File: src/rtl/ddr_m2a_rdata_ret.sv
// Read-return path of the AXI2MBA bridge: buffers non-backpressured MBA read beats and
// replays them on the AXI R channel, tagging ID/LAST/RESP from the issued-command queue.
module ddr_m2a_rdata_ret #(
  parameter int unsigned P_DW     = 64,
  parameter int unsigned P_IDW    = 4,
  parameter int unsigned P_CDEPTH = 2,
  parameter int unsigned P_DDEPTH = 4
) (
  input  logic                CLK,
  input  logic                ZRESET,
  input  logic                CLR,
  input  logic                CMD_WE,
  input  logic [P_IDW-1:0]    CMD_ID,
  input  logic [7:0]          CMD_LEN,
  output logic                CMD_FULL,
  output logic [P_DDEPTH:0]   DBUF_FREE,
  input  logic                MBA_RVALID,
  input  logic [P_DW-1:0]     MBA_RDATA,
  input  logic                MBA_RERR,
  output logic                RVALID,
  input  logic                RREADY,
  output logic [P_DW-1:0]     RDATA,
  output logic [P_IDW-1:0]    RID,
  output logic                RLAST,
  output logic [1:0]          RRESP,
  output logic                OVF
);

  localparam int unsigned CN = 1 << P_CDEPTH;
  localparam int unsigned DN = 1 << P_DDEPTH;
  localparam int unsigned FW = P_DDEPTH + 1;

  logic [P_IDW-1:0]  cmd_id_mem  [CN];
  logic [7:0]        cmd_len_mem [CN];
  logic [P_DW:0]     dbuf_mem    [DN];

  logic [P_CDEPTH:0] cmd_wptr_q, cmd_rptr_q;
  logic [P_DDEPTH:0] dbuf_wptr_q, dbuf_rptr_q;
  logic [FW-1:0]     free_q, free_d;
  logic [7:0]        bcnt_q;
  logic              rvalid_q, rlast_q, ovf_q;
  logic [P_DW-1:0]   rdata_q;
  logic [P_IDW-1:0]  rid_q;
  logic [1:0]        rresp_q;

  logic              cmd_full, cmd_empty, dbuf_full, dbuf_empty;
  logic [8:0]        len_p1;
  logic              cmd_accept, dbuf_we, hs, load, head_last, ovf_set;
  logic [P_DW:0]     dbuf_head;

  always_comb begin
    cmd_full   = (cmd_wptr_q[P_CDEPTH] != cmd_rptr_q[P_CDEPTH]) &&
                 (cmd_wptr_q[P_CDEPTH-1:0] == cmd_rptr_q[P_CDEPTH-1:0]);
    cmd_empty  = (cmd_wptr_q == cmd_rptr_q);
    dbuf_full  = (dbuf_wptr_q[P_DDEPTH] != dbuf_rptr_q[P_DDEPTH]) &&
                 (dbuf_wptr_q[P_DDEPTH-1:0] == dbuf_rptr_q[P_DDEPTH-1:0]);
    dbuf_empty = (dbuf_wptr_q == dbuf_rptr_q);
    len_p1     = {1'b0, CMD_LEN} + 9'd1;
    cmd_accept = CMD_WE && !cmd_full && (32'(len_p1) <= 32'(free_q));
    dbuf_we    = MBA_RVALID && !dbuf_full;
    hs         = rvalid_q && RREADY;
    load       = !dbuf_empty && !cmd_empty && (!rvalid_q || RREADY);
    head_last  = (bcnt_q == cmd_len_mem[cmd_rptr_q[P_CDEPTH-1:0]]);
    dbuf_head  = dbuf_mem[dbuf_rptr_q[P_DDEPTH-1:0]];
    ovf_set    = (CMD_WE && !cmd_accept) || (MBA_RVALID && dbuf_full);
    // Accepted length fits in FW bits since it never exceeds the current credit.
    free_d     = free_q + FW'(hs) - (cmd_accept ? FW'(len_p1) : '0);
  end

  // Storage arrays carry no reset; pointers alone define occupancy.
  always_ff @(posedge CLK) begin
    if (cmd_accept) begin
      cmd_id_mem[cmd_wptr_q[P_CDEPTH-1:0]]  <= CMD_ID;
      cmd_len_mem[cmd_wptr_q[P_CDEPTH-1:0]] <= CMD_LEN;
    end
    if (dbuf_we) begin
      dbuf_mem[dbuf_wptr_q[P_DDEPTH-1:0]] <= {MBA_RERR, MBA_RDATA};
    end
  end

  always_ff @(posedge CLK or negedge ZRESET) begin
    if (!ZRESET) begin
      cmd_wptr_q  <= '0;
      cmd_rptr_q  <= '0;
      dbuf_wptr_q <= '0;
      dbuf_rptr_q <= '0;
      free_q      <= FW'(DN);
      bcnt_q      <= '0;
      rvalid_q    <= 1'b0;
      rlast_q     <= 1'b0;
      ovf_q       <= 1'b0;
      rdata_q     <= '0;
      rid_q       <= '0;
      rresp_q     <= '0;
    end else if (CLR) begin
      cmd_wptr_q  <= '0;
      cmd_rptr_q  <= '0;
      dbuf_wptr_q <= '0;
      dbuf_rptr_q <= '0;
      free_q      <= FW'(DN);
      bcnt_q      <= '0;
      rvalid_q    <= 1'b0;
      rlast_q     <= 1'b0;
      ovf_q       <= 1'b0;
      rdata_q     <= '0;
      rid_q       <= '0;
      rresp_q     <= '0;
    end else begin
      if (cmd_accept) cmd_wptr_q <= cmd_wptr_q + 1'b1;
      if (dbuf_we)    dbuf_wptr_q <= dbuf_wptr_q + 1'b1;
      if (ovf_set)    ovf_q <= 1'b1;
      free_q <= free_d;
      if (load) begin
        dbuf_rptr_q <= dbuf_rptr_q + 1'b1;
        rdata_q     <= dbuf_head[P_DW-1:0];
        rresp_q     <= {dbuf_head[P_DW], 1'b0};
        rid_q       <= cmd_id_mem[cmd_rptr_q[P_CDEPTH-1:0]];
        rlast_q     <= head_last;
        rvalid_q    <= 1'b1;
        if (head_last) begin
          cmd_rptr_q <= cmd_rptr_q + 1'b1;
          bcnt_q     <= '0;
        end else begin
          bcnt_q     <= bcnt_q + 8'd1;
        end
      end else if (hs) begin
        rvalid_q <= 1'b0;
      end
    end
  end

  assign CMD_FULL  = cmd_full;
  assign DBUF_FREE = free_q;
  assign RVALID    = rvalid_q;
  assign RDATA     = rdata_q;
  assign RID       = rid_q;
  assign RLAST     = rlast_q;
  assign RRESP     = rresp_q;
  assign OVF       = ovf_q;

endmodule

File: config.mk
export PLATFORM = sky130hd
export DESIGN_NAME = ddr_m2a_rdata_ret
export DESIGN_NICKNAME = d
export VERILOG_FILES = /design/src/rtl/ddr_m2a_rdata_ret.sv
export SDC_FILE = /design/constraint.sdc
export NUM_CORES = 1
export LEC_CHECK = 0
export CELL_PAD_IN_SITES_DETAIL_PLACEMENT = 0
export CELL_PAD_IN_SITES_GLOBAL_PLACEMENT = 1
export CORE_MARGIN = 2
export CORE_UTILIZATION = 52
export CTS_CLUSTER_DIAMETER = 30
export CTS_CLUSTER_SIZE = 25
export DETAILED_ROUTE_END_ITERATION = 10
export DONT_BUFFER_PORTS = 1
export GPL_TIMING_DRIVEN = 0
export PLACE_DENSITY = 0.72
export SLEW_MARGIN = 10
export SYNTH_ARGS = -nofsm -noshare
export SYNTH_HDL_FRONTEND = slang
export SYNTH_SLANG_ARGS = --single-unit
File: constraint.sdc
create_clock -name CLK -period 21.1 [get_ports CLK]
set_input_delay 2.11 -clock CLK [delete_from_list [all_inputs] [get_ports CLK]]
set_output_delay 2.11 -clock CLK [all_outputs]
set_load 0.05 [all_outputs]
-- Word-level counts from Yosys, hierarchy flattened
Memories as Yosys holds them, arrays and structs flattened.
Index checks and enable logic that the tools add are counted.
- register bits: 102
- latch bits: 0
- RAM bits: 1088
- bits in read-only memories: 0
- input port bits: 83
- output and inout bits: 79
- logic and storage cells: 87
- memories kept: 3
- memories (memory ; depth ; bits a word ; read ports ; clocked after memory_dff ; write ports ; line ; text):
    dbuf_mem ; 16 ; 65 ; 1 ; 0 ; 1 ; 35 ; logic [P_DW:0] dbuf_mem [DN];
    cmd_len_mem ; 4 ; 8 ; 1 ; 0 ; 1 ; 34 ; logic [7:0] cmd_len_mem [CN];
    cmd_id_mem ; 4 ; 4 ; 1 ; 0 ; 1 ; 33 ; logic [P_IDW-1:0] cmd_id_mem [CN];
- add/subtract/negate cells: 8
- multiply operators: 0
- div/mod/pow operators: 0
- order comparisons: 1
- equality and inequality tests: 7
- shift-type cells: 0
- multiplexer cells: 31
- bitwise gates (word level): 0
- reduce and logical (&&, ||, !) cells: 25
- operators by type and width (kind ; number):
    $mux W64 ; 2
    $mux W5 ; 6
    $mux W8 ; 3
    $mux W3 ; 5
    $mux W1 ; 11
    $add A5 B1 Y5 const B ; 2
    $logic_and A1 B1 Y1 ; 10
    $reduce_bool A2 Y1 ; 5
    $add A8 B1 Y9 const B ; 1
    $le A9 B5 Y1 ; 1
    $add A8 B1 Y8 const B ; 1
    $eq A8 B8 Y1 ; 1
    $mux W4 ; 2
    $add A3 B1 Y3 const B ; 2
    $logic_not A1 Y1 ; 6
    $add A5 B1 Y5 ; 1
    $eq A5 B5 Y1 ; 1
    $sub A5 B5 Y5 ; 1
    $eq A4 B4 Y1 ; 1
    $mux W2 ; 2
    $eq A3 B3 Y1 ; 1
    $reduce_bool A3 Y1 ; 1
    $eq A2 B2 Y1 ; 1
    $logic_or A1 B1 Y1 ; 2
    2 further kinds ; 3

-- Depth between registers and ports, before layout
Gate-level depths: netlist (run 1).
- depth after elaboration: 10
- mapped depth: 20
- gate-level depth less buffers: 20

-- Worst setup path before layout (run 1)
No wires, ideal clock.
- path type: in2reg
- start: in MBA_RVALID
- end: mem dbuf_mem[0][0] in the netlist's numbering (enable)
- setup time: 0.649 ns
- arrival time: 8.362 ns
- data required time: 20.451 ns
- slack: 12.089 ns
- stages on the path: 2
- path buffers: 0
- cell sequence: nand2_1 > nor4_1
- cells in the longest elaborated chain, start to end: 3
- ends and longest elaborated chain (what ; line ; text):
    from (decl) ; 17 ; input logic MBA_RVALID,
    $logic_and A1 B1 Y1 ; 60 ; dbuf_we = MBA_RVALID && !dbuf_full;
    $mux W1 ; 76 ; if (dbuf_we) begin
    $mux W1 (implied by the code) ; 77 ; dbuf_mem[dbuf_wptr_q[P_DDEPTH-1:0]] <= {MBA_RERR, MBA_RDATA};
    to (decl) ; 35 ;
Every way passes these cells.

-- Worst setup path in the final report (run 1)
- start: in CMD_LEN[0]
- end: reg free_q[4] (netlist: DBUF_FREE[4])
- cells in the longest elaborated chain, start to end: 6
- ends and longest elaborated chain (what ; line ; text):
    from (decl) ; 14 ; input logic [7:0] CMD_LEN,
    $add A8 B1 Y9 * ; 58 ; len_p1 = {1'b0, CMD_LEN} + 9'd1;
    $le A9 B5 Y1 ; 59 ; cmd_accept = CMD_WE && !cmd_full && (32'(len_p1) <= 32'(free_q));
    $logic_and A1 B1 Y1 ; 59 ;
    $mux W5 * ; 67 ; free_d = free_q + FW'(hs) - (cmd_accept ? FW'(len_p1) : '0);
    $sub A5 B5 Y5 * ; 67 ;
    $mux W5 * ; 95 ; end else if (CLR) begin
    to (signal assigned) ; 87 ; free_q <= FW'(DN);
    to (signal assigned) ; 100 ; free_q <= FW'(DN);
    to (signal assigned) ; 112 ; free_q <= free_d;
    to (decl) ; 39 ; logic [FW-1:0] free_q, free_d;
Every way passes the cells marked *; elsewhere a longest branch is shown, timed or not.
A chain may end at the register's enable or synchronous reset.

==> results of run 1 <==
==> layout make-up <==
cell class	count	area, sq um	area share (%)
Buffer	110	520	0.953
Multi-Input combinational cell	747	10000	18.4
Sequential cell	1189	35200	64.5
Inverter	20	80.1	0.147
Tap cell	1155	1450	2.65
Clock buffer	215	4870	8.91
Clock inverter	136	1510	2.77
Timing Repair Buffer	77	958	1.75
==> cell usage in the layout (no fill, tap or decap), types with 11 or more instances in the layout <==
master / Yosys / final
edfxtp_1: 1088 / 1088
mux4_2: 326 / 326
dfrtp_1: 100 / 100
nor2_1: 27 / 24
xor2_1: 23 / 23
inv_6: 0 / 30
clkinv_4: 0 / 15
clkinv_1: 0 / 18
clkbuf_1: 53 / 73
a21oi_1: 80 / 80
buf_16: 0 / 17
buf_4: 4 / 56
clkinvlp_4: 0 / 20
bufinv_16: 0 / 20
inv_1: 20 / 19
mux4_1: 11 / 11
nand2_1: 154 / 154
clkinv_2: 0 / 20
buf_2: 45 / 49
clkbuf_16: 0 / 188
xnor2_1: 15 / 15
ha_1: 25 / 25
==> metrics by stage <==
stage | setup WS, ns | util (%) | area, sq um | total power, W | hold slack [ns]
global route | 15.55 | 62.8 | 54600 | 0.00599 | 0.631
floorplan | 12.09 | - | 45800 | 0.00278 | 0.543
CTS | 15.92 | 62.8 | 54600 | 0.00587 | 0.596
detailed placement | 15.17 | 55.4 | 48200 | 0.00283 | 0.590
global placement | 3.85 | 54.2 | 47200 | 0.00283 | 0.578
finish | 15.89 | 62.8 | 54600 | 0.00584 | 0.591
==> flip-flops by register name (all words and copies together) (netlist names) <==
name	cells
DBUF_FREE	5
OVF	1
RDATA	64
RID	4
RLAST	1
RRESP	1
RVALID	1
bcnt_q	8
cmd_id_mem	16
cmd_len_mem	32
cmd_rptr_q	3
cmd_wptr_q	3
dbuf_mem	1040
dbuf_rptr_q	5
dbuf_wptr_q	5
==> synthesized netlist by cell type (all sizes together) <==
master / instances
a21boi: 1
a21o: 2
a21oi: 80
a221o: 1
a221oi: 1
a22oi: 1
a31o: 1
a31oi: 2
and2: 8
and2b: 1
and3: 6
and4: 3
buf: 56
clkbuf: 54
conb: 1
dfrtp: 100
dfstp: 1
edfxtp: 1088
fa: 1
ha: 25
inv: 20
mux2: 1
mux2i: 2
mux4: 337
nand2: 154
nand2b: 1
nand3: 5
nand4: 9
nor2: 27
nor2b: 6
nor3: 9
nor3b: 2
nor4: 5
o2111ai: 2
o211ai: 3
o21a: 2
o21ai: 8
or3: 1
or3b: 1
xnor2: 15
xor2: 23
==> per-layer routing <==
metal | part of all wire [%] | up-vias | routed length, um
met1 | 39 | 12081 | 43300
li1 | - | 9162 | -
met4 | 2.0 | 0 | 2250
met5 | 0 | - | 0
met2 | 49 | 1046 | 54100
met3 | 9.4 | 171 | 10300
==> power breakdown <==
group	leakage [nW]	switching, W	internal, W
clock network	3.07	0.00113	0.00193
logic	3.43	0.0000840	0.0000686
registers	11.2	0.0000255	0.00261
==> cells by family after synthesis <==
group	Yosys count	share of synthesized area (%)
AND/OR/NAND/NOR	238	2.31
AO/OA/AOI/OAI	104	1.25
flip-flops	1189	76.9
multiplexers	340	16.7
adder cells (fa/ha/maj)	26	0.727
buffers and inverters	130	1.30
XOR/XNOR	38	0.727
other	1	0.00820
==> worst reg2reg max path, delay by kind of cell (launching register included) <==
kind | cells | cell delay, ns
flops | 1 | 0.66
xor+xnor | 1 | 0.20
fa+ha+maj | 4 | 1.19
compound gates | 5 | 0.75
simple gates | 5 | 1.02
buf+inv | 3 | 0.23
==> how the worst max path moves through the flow <==
stage | depth (start not counted) | endpoint | from | slack (ns)
after floorplan | 2 | dbuf_mem[0][0] | MBA_RVALID | 12.09
after global placement | 2 | dbuf_mem[3][47] | MBA_RVALID | 3.85
after detailed placement | 20 | DBUF_FREE[4] | CMD_LEN[0] | 15.17
after CTS | 20 | DBUF_FREE[4] | CMD_LEN[0] | 15.92
after global routing | 20 | DBUF_FREE[4] | CMD_LEN[0] | 15.55
final | 20 | DBUF_FREE[4] | CMD_LEN[0] | 15.89
==> impl_metrics.toml, run 1 <==
[route]
routedWlPerCell_um = 30.1
drt_wl_total_um = 110000
drtAntennaViolNets = 0
vias_per_cell = 6.16
drt-initial-drc-count = 2257
num_vias = 22460
firstDrtPassIters = 5
drc = 0

[cts]
root_buffer = "clkbuf_16"
clk_pin_slew_ns = 0.05
clock_path_buffers = 3
cts_tree = "built"
h-tree-depth = 4
postCtsHoldBufs = 0
ctsResizeCount = 0
cts_made_buffers = 187
post_cts_buffers = 0
clock-sinks = 1189
insertion_delay_ns = 0.77

[floorplan]
fp.dieW_um = 301
die_area_sq_um = 90400
core_area_sq_um = 87000
start_util_pct = 52.6
std_cell_rows = 108
die_h_um = 301
io_pins = 162

[layout]
diodes = 0
area_delta_synth_final_pct = 19.4
nets = 2441
final_cells = 3649
drive_above_1_share_pct = 31.8
nFillCells = 5846

[power]
ir_drop_mv = 0.0773
p_per_area_nw_per_um2 = 107
power_leakage_nw = 17.7

[logic_synthesis]
syn-num-nets = 2175
synth_area_per_cell_sq_um = 22.1
yosysTopAreaCellShare_pct = 71.4
synth_seq_cells = 1189
synth.area.top_cells = "edfxtp_1, mux4_2, dfrtp_1, nand2_1, a21oi_1"
synthCells = 2066
yosysTopAreaCell = "edfxtp_1"
yosysUniqueCellTypes = 51
post_synth_instance_area_sq_um = 45800
ys_seq_area_share_pct = 76.9
yosys_warnings = 0

[timing]
setup_viol = 0
fmax_mhz = 192
finalHoldViolCount = 0
slew_violations = 0
fin_crit_ns = 5.21
rsz0062_at_grt = "false"
worst_pin_slew_ns = 1.19
max-slew-margin-rel_pct = 20.5
clock-skew-final_ns = 0.0277
timing.final.crit_share_pct = 24.7
tns_ns = 0

[global_routing]
globalRouteOverflowTotal = 0
grt_use_total_pct = 25.0
met2_usage_pct = 39.8
met3_usage_pct = 6.79
antenna_found_initial = 0
grt_max_degree = 102
grt_pass1_wl_um = 160000
grt_most_used_layer = "met2"
use_met1_pct = 34.5
grt_pass1_vias = 23175

[critical_path]
rr_startpoint = "DBUF_FREE[1]"
cp_num_buf_inv = 3
slowest_delay_ns = 0.46
cp.arrival_ns = 5.87
crit_type = "in -> reg"
r2r_end = "DBUF_FREE[4]"
cp-start-kind = "input port"
crit_fanout = 8
cp.required_ns = 21.76
cpMostUsedCell = "ha_1"
worst_path_max_delay_cell = "or3b_2"
end_kind = "flop"
rr_worst_depth = 18
cp_top_family = "simple AND/OR/NAND/NOR gates"
path_cells = "ha_1, nand3_1, xor2_1, inv_1, ha_1, nor2b_1, nor3_1, nand4_1, nor3_1, ha_1, inv_1, ha_1, inv_1, fa_1, nor2b_1, o21a_1, nor2_1, xnor2_1, a31oi_1, or3b_2"
ff2ff_setup_slack_ns = 16.98

[placement]
place.gp.congestion = 0.803
hpwl_um = 67000
place_inst = 3298
port_buffers = 0

[min_path]
min_delay_path_depth = 2
whs_endpoint = "bcnt_q[1]"
holdCritStartpoint = "bcnt_q[1]"
hp-class = "reg -> reg"

[outcome]
outcome = "completed"

[run]
maxCapViolations = 0
(Power assumes the default switching activity.)
==> run 2, diff against run 1 <==
clock period = 5.04 ns   (was 21.1 ns; I/O delays follow)
==> run 2 against run 1 <==
Final cell count rose by 2.4%; sequential share of layout area fell by 0.98 points; wire length up 0.65%.
==> impl_metrics.toml, run 2 (synthesis results as in run 1) <==
[timing]
fin_crit_ns = 4.15
slew_violations = 0
max-slew-margin-rel_pct = 22.5
clock-skew-final_ns = 0.0244
finalHoldViolCount = 0
worst_pin_slew_ns = 1.16
fmax_mhz = 241
tns_ns = 0
fin_hold_ws_ns = 0.175
rsz0062_at_grt = "false"
timing.final.crit_share_pct = 82.3
setup_viol = 0

[floorplan]
core_area_sq_um = 87000
start_util_pct = 52.6
fp.dieW_um = 301
std_cell_rows = 108
die_h_um = 301
io_pins = 162
die_area_sq_um = 90400

[layout]
drive_above_1_share_pct = 30.8
nets = 2522
largest_register_ffs = 1040
final_cells = 3735
multi_input_area_sq_um = 10000
final_cell_area_sq_um = 55500
nFillCells = 5798
final_core_util_pct = 63.7
layout.area.seq_sq_um = 35200
area_delta_synth_final_pct = 21.2
layout_commonest_cell = "edfxtp_1"
layout_common_cells = "edfxtp_1, mux4_2, clkbuf_16, nand2_1, dfrtp_1"

[placement]
placed_area_sq_um = 48200
hpwl_um = 67000
place_inst = 3298
place.gp.congestion = 0.803
port_buffers = 0

[power]
p_per_area_nw_per_um2 = 444
power_leakage_nw = 18.1
ir_drop_mv = 0.323

[global_routing]
antenna_found_initial = 9
grt_pass1_wl_um = 161000
met3_usage_pct = 6.13
globalRouteOverflowTotal = 0
grt_pass1_vias = 23455
met2_usage_pct = 40.3
grt_max_degree = 102
use_met1_pct = 35.3
grt_most_used_layer = "met2"
grt_use_total_pct = 25.1

[cts]
post_cts_buffers = 0
clock-sinks = 1189
clock_path_buffers = 3
clk_pin_slew_ns = 0.05
h-tree-depth = 4
insertion_delay_ns = 0.76
cts_made_buffers = 187
root_buffer = "clkbuf_16"
cts_tree = "built"

[route]
routedWlPerCell_um = 29.6
vias_per_cell = 6.09
drtAntennaViolNets = 0
firstDrtPassIters = 5
drt_wl_total_um = 111000
num_vias = 22744
drc = 0
drt-initial-drc-count = 2453

[critical_path]
cp.required_ns = 5.70
cp-start-kind = "flop"
crit_fanout = 5
cp.arrival_ns = 4.81
crit_type = "reg -> reg"
end_kind = "flop"

[run]
maxCapViolations = 0

[outcome]
outcome = "completed"

[min_path]
hp-class = "in -> reg"
[run 2: cell count changes in the layout (fill, tap and decap cells not counted)]
cell	before	now
dlygate4sd3_1	0	80
buf_16	17	18
diode_2	0	5
[run 2: layout make-up]
cell class / count / share of cell area (%)
plain buffers: 110 / 0.939
diodes: 5 / 0.0226
well taps: 1155 / 2.61
clock inverters: 136 / 2.73
multi-input cells: 747 / 18.1
flip-flops and latches: 1189 / 63.5
clock buffers: 215 / 8.77
inverters: 20 / 0.144
repair buffers: 158 / 3.22
[run 2: power breakdown]
group          switching, W  internal, W
logic              0.000490     0.000332
registers          0.000107       0.0109
clock network       0.00470      0.00806
total               0.00529       0.0193
[run 2: final timing paths]
kind                              start            to  slack (ns)  cells after the start
max                        DBUF_FREE[1]  DBUF_FREE[4]        0.89                     18
min                              RREADY        RVALID        0.17                      3
max reg2reg                DBUF_FREE[1]  DBUF_FREE[4]        0.89                     18
min reg2reg                   bcnt_q[1]     bcnt_q[1]        0.59                      2
max in group asynchronous        ZRESET      RDATA[8]        3.93                      2
min in group asynchronous        ZRESET     RDATA[55]        0.51                      2
[run 2: critical path, stage by stage (launching register included)]
cell	delay, ns
dfrtp_1	0.66
inv_1	0.09
ha_1	0.32
nor2b_1	0.13
o21ai_0	0.18
a21oi_1	0.12
o21a_1	0.25
nor3_1	0.22
ha_1	0.28
inv_1	0.06
ha_1	0.15
inv_1	0.06
fa_1	0.44
nor2b_1	0.16
o21a_1	0.16
nor2_1	0.06
xnor2_1	0.21
a31oi_1	0.06
or3b_2	0.46
[run 2: routing by layer]
| metal | wire length [um] | vias to the layer above |
|---|---|---|
| met5 | 56 | - |
| met4 | 1890 | 8 |
| met3 | 9610 | 158 |
| met2 | 54900 | 1066 |
| met1 | 44300 | 12159 |
| li1 | - | 9353 |
[run 2: through the flow]
step,power (W),worst slack (ns)
after global placement,0.0118,-11.13
after CTS,0.0248,0.951
after detailed placement,0.0119,0.715
after global routing,0.0253,0.622
final,0.0246,0.892
after floorplan,0.0116,-2.75
[run 2: what timing repair did]
item                       CTS  global route
hold buffers                81             0
hold endpoints to repair  1190             0
resized for setup            0             0
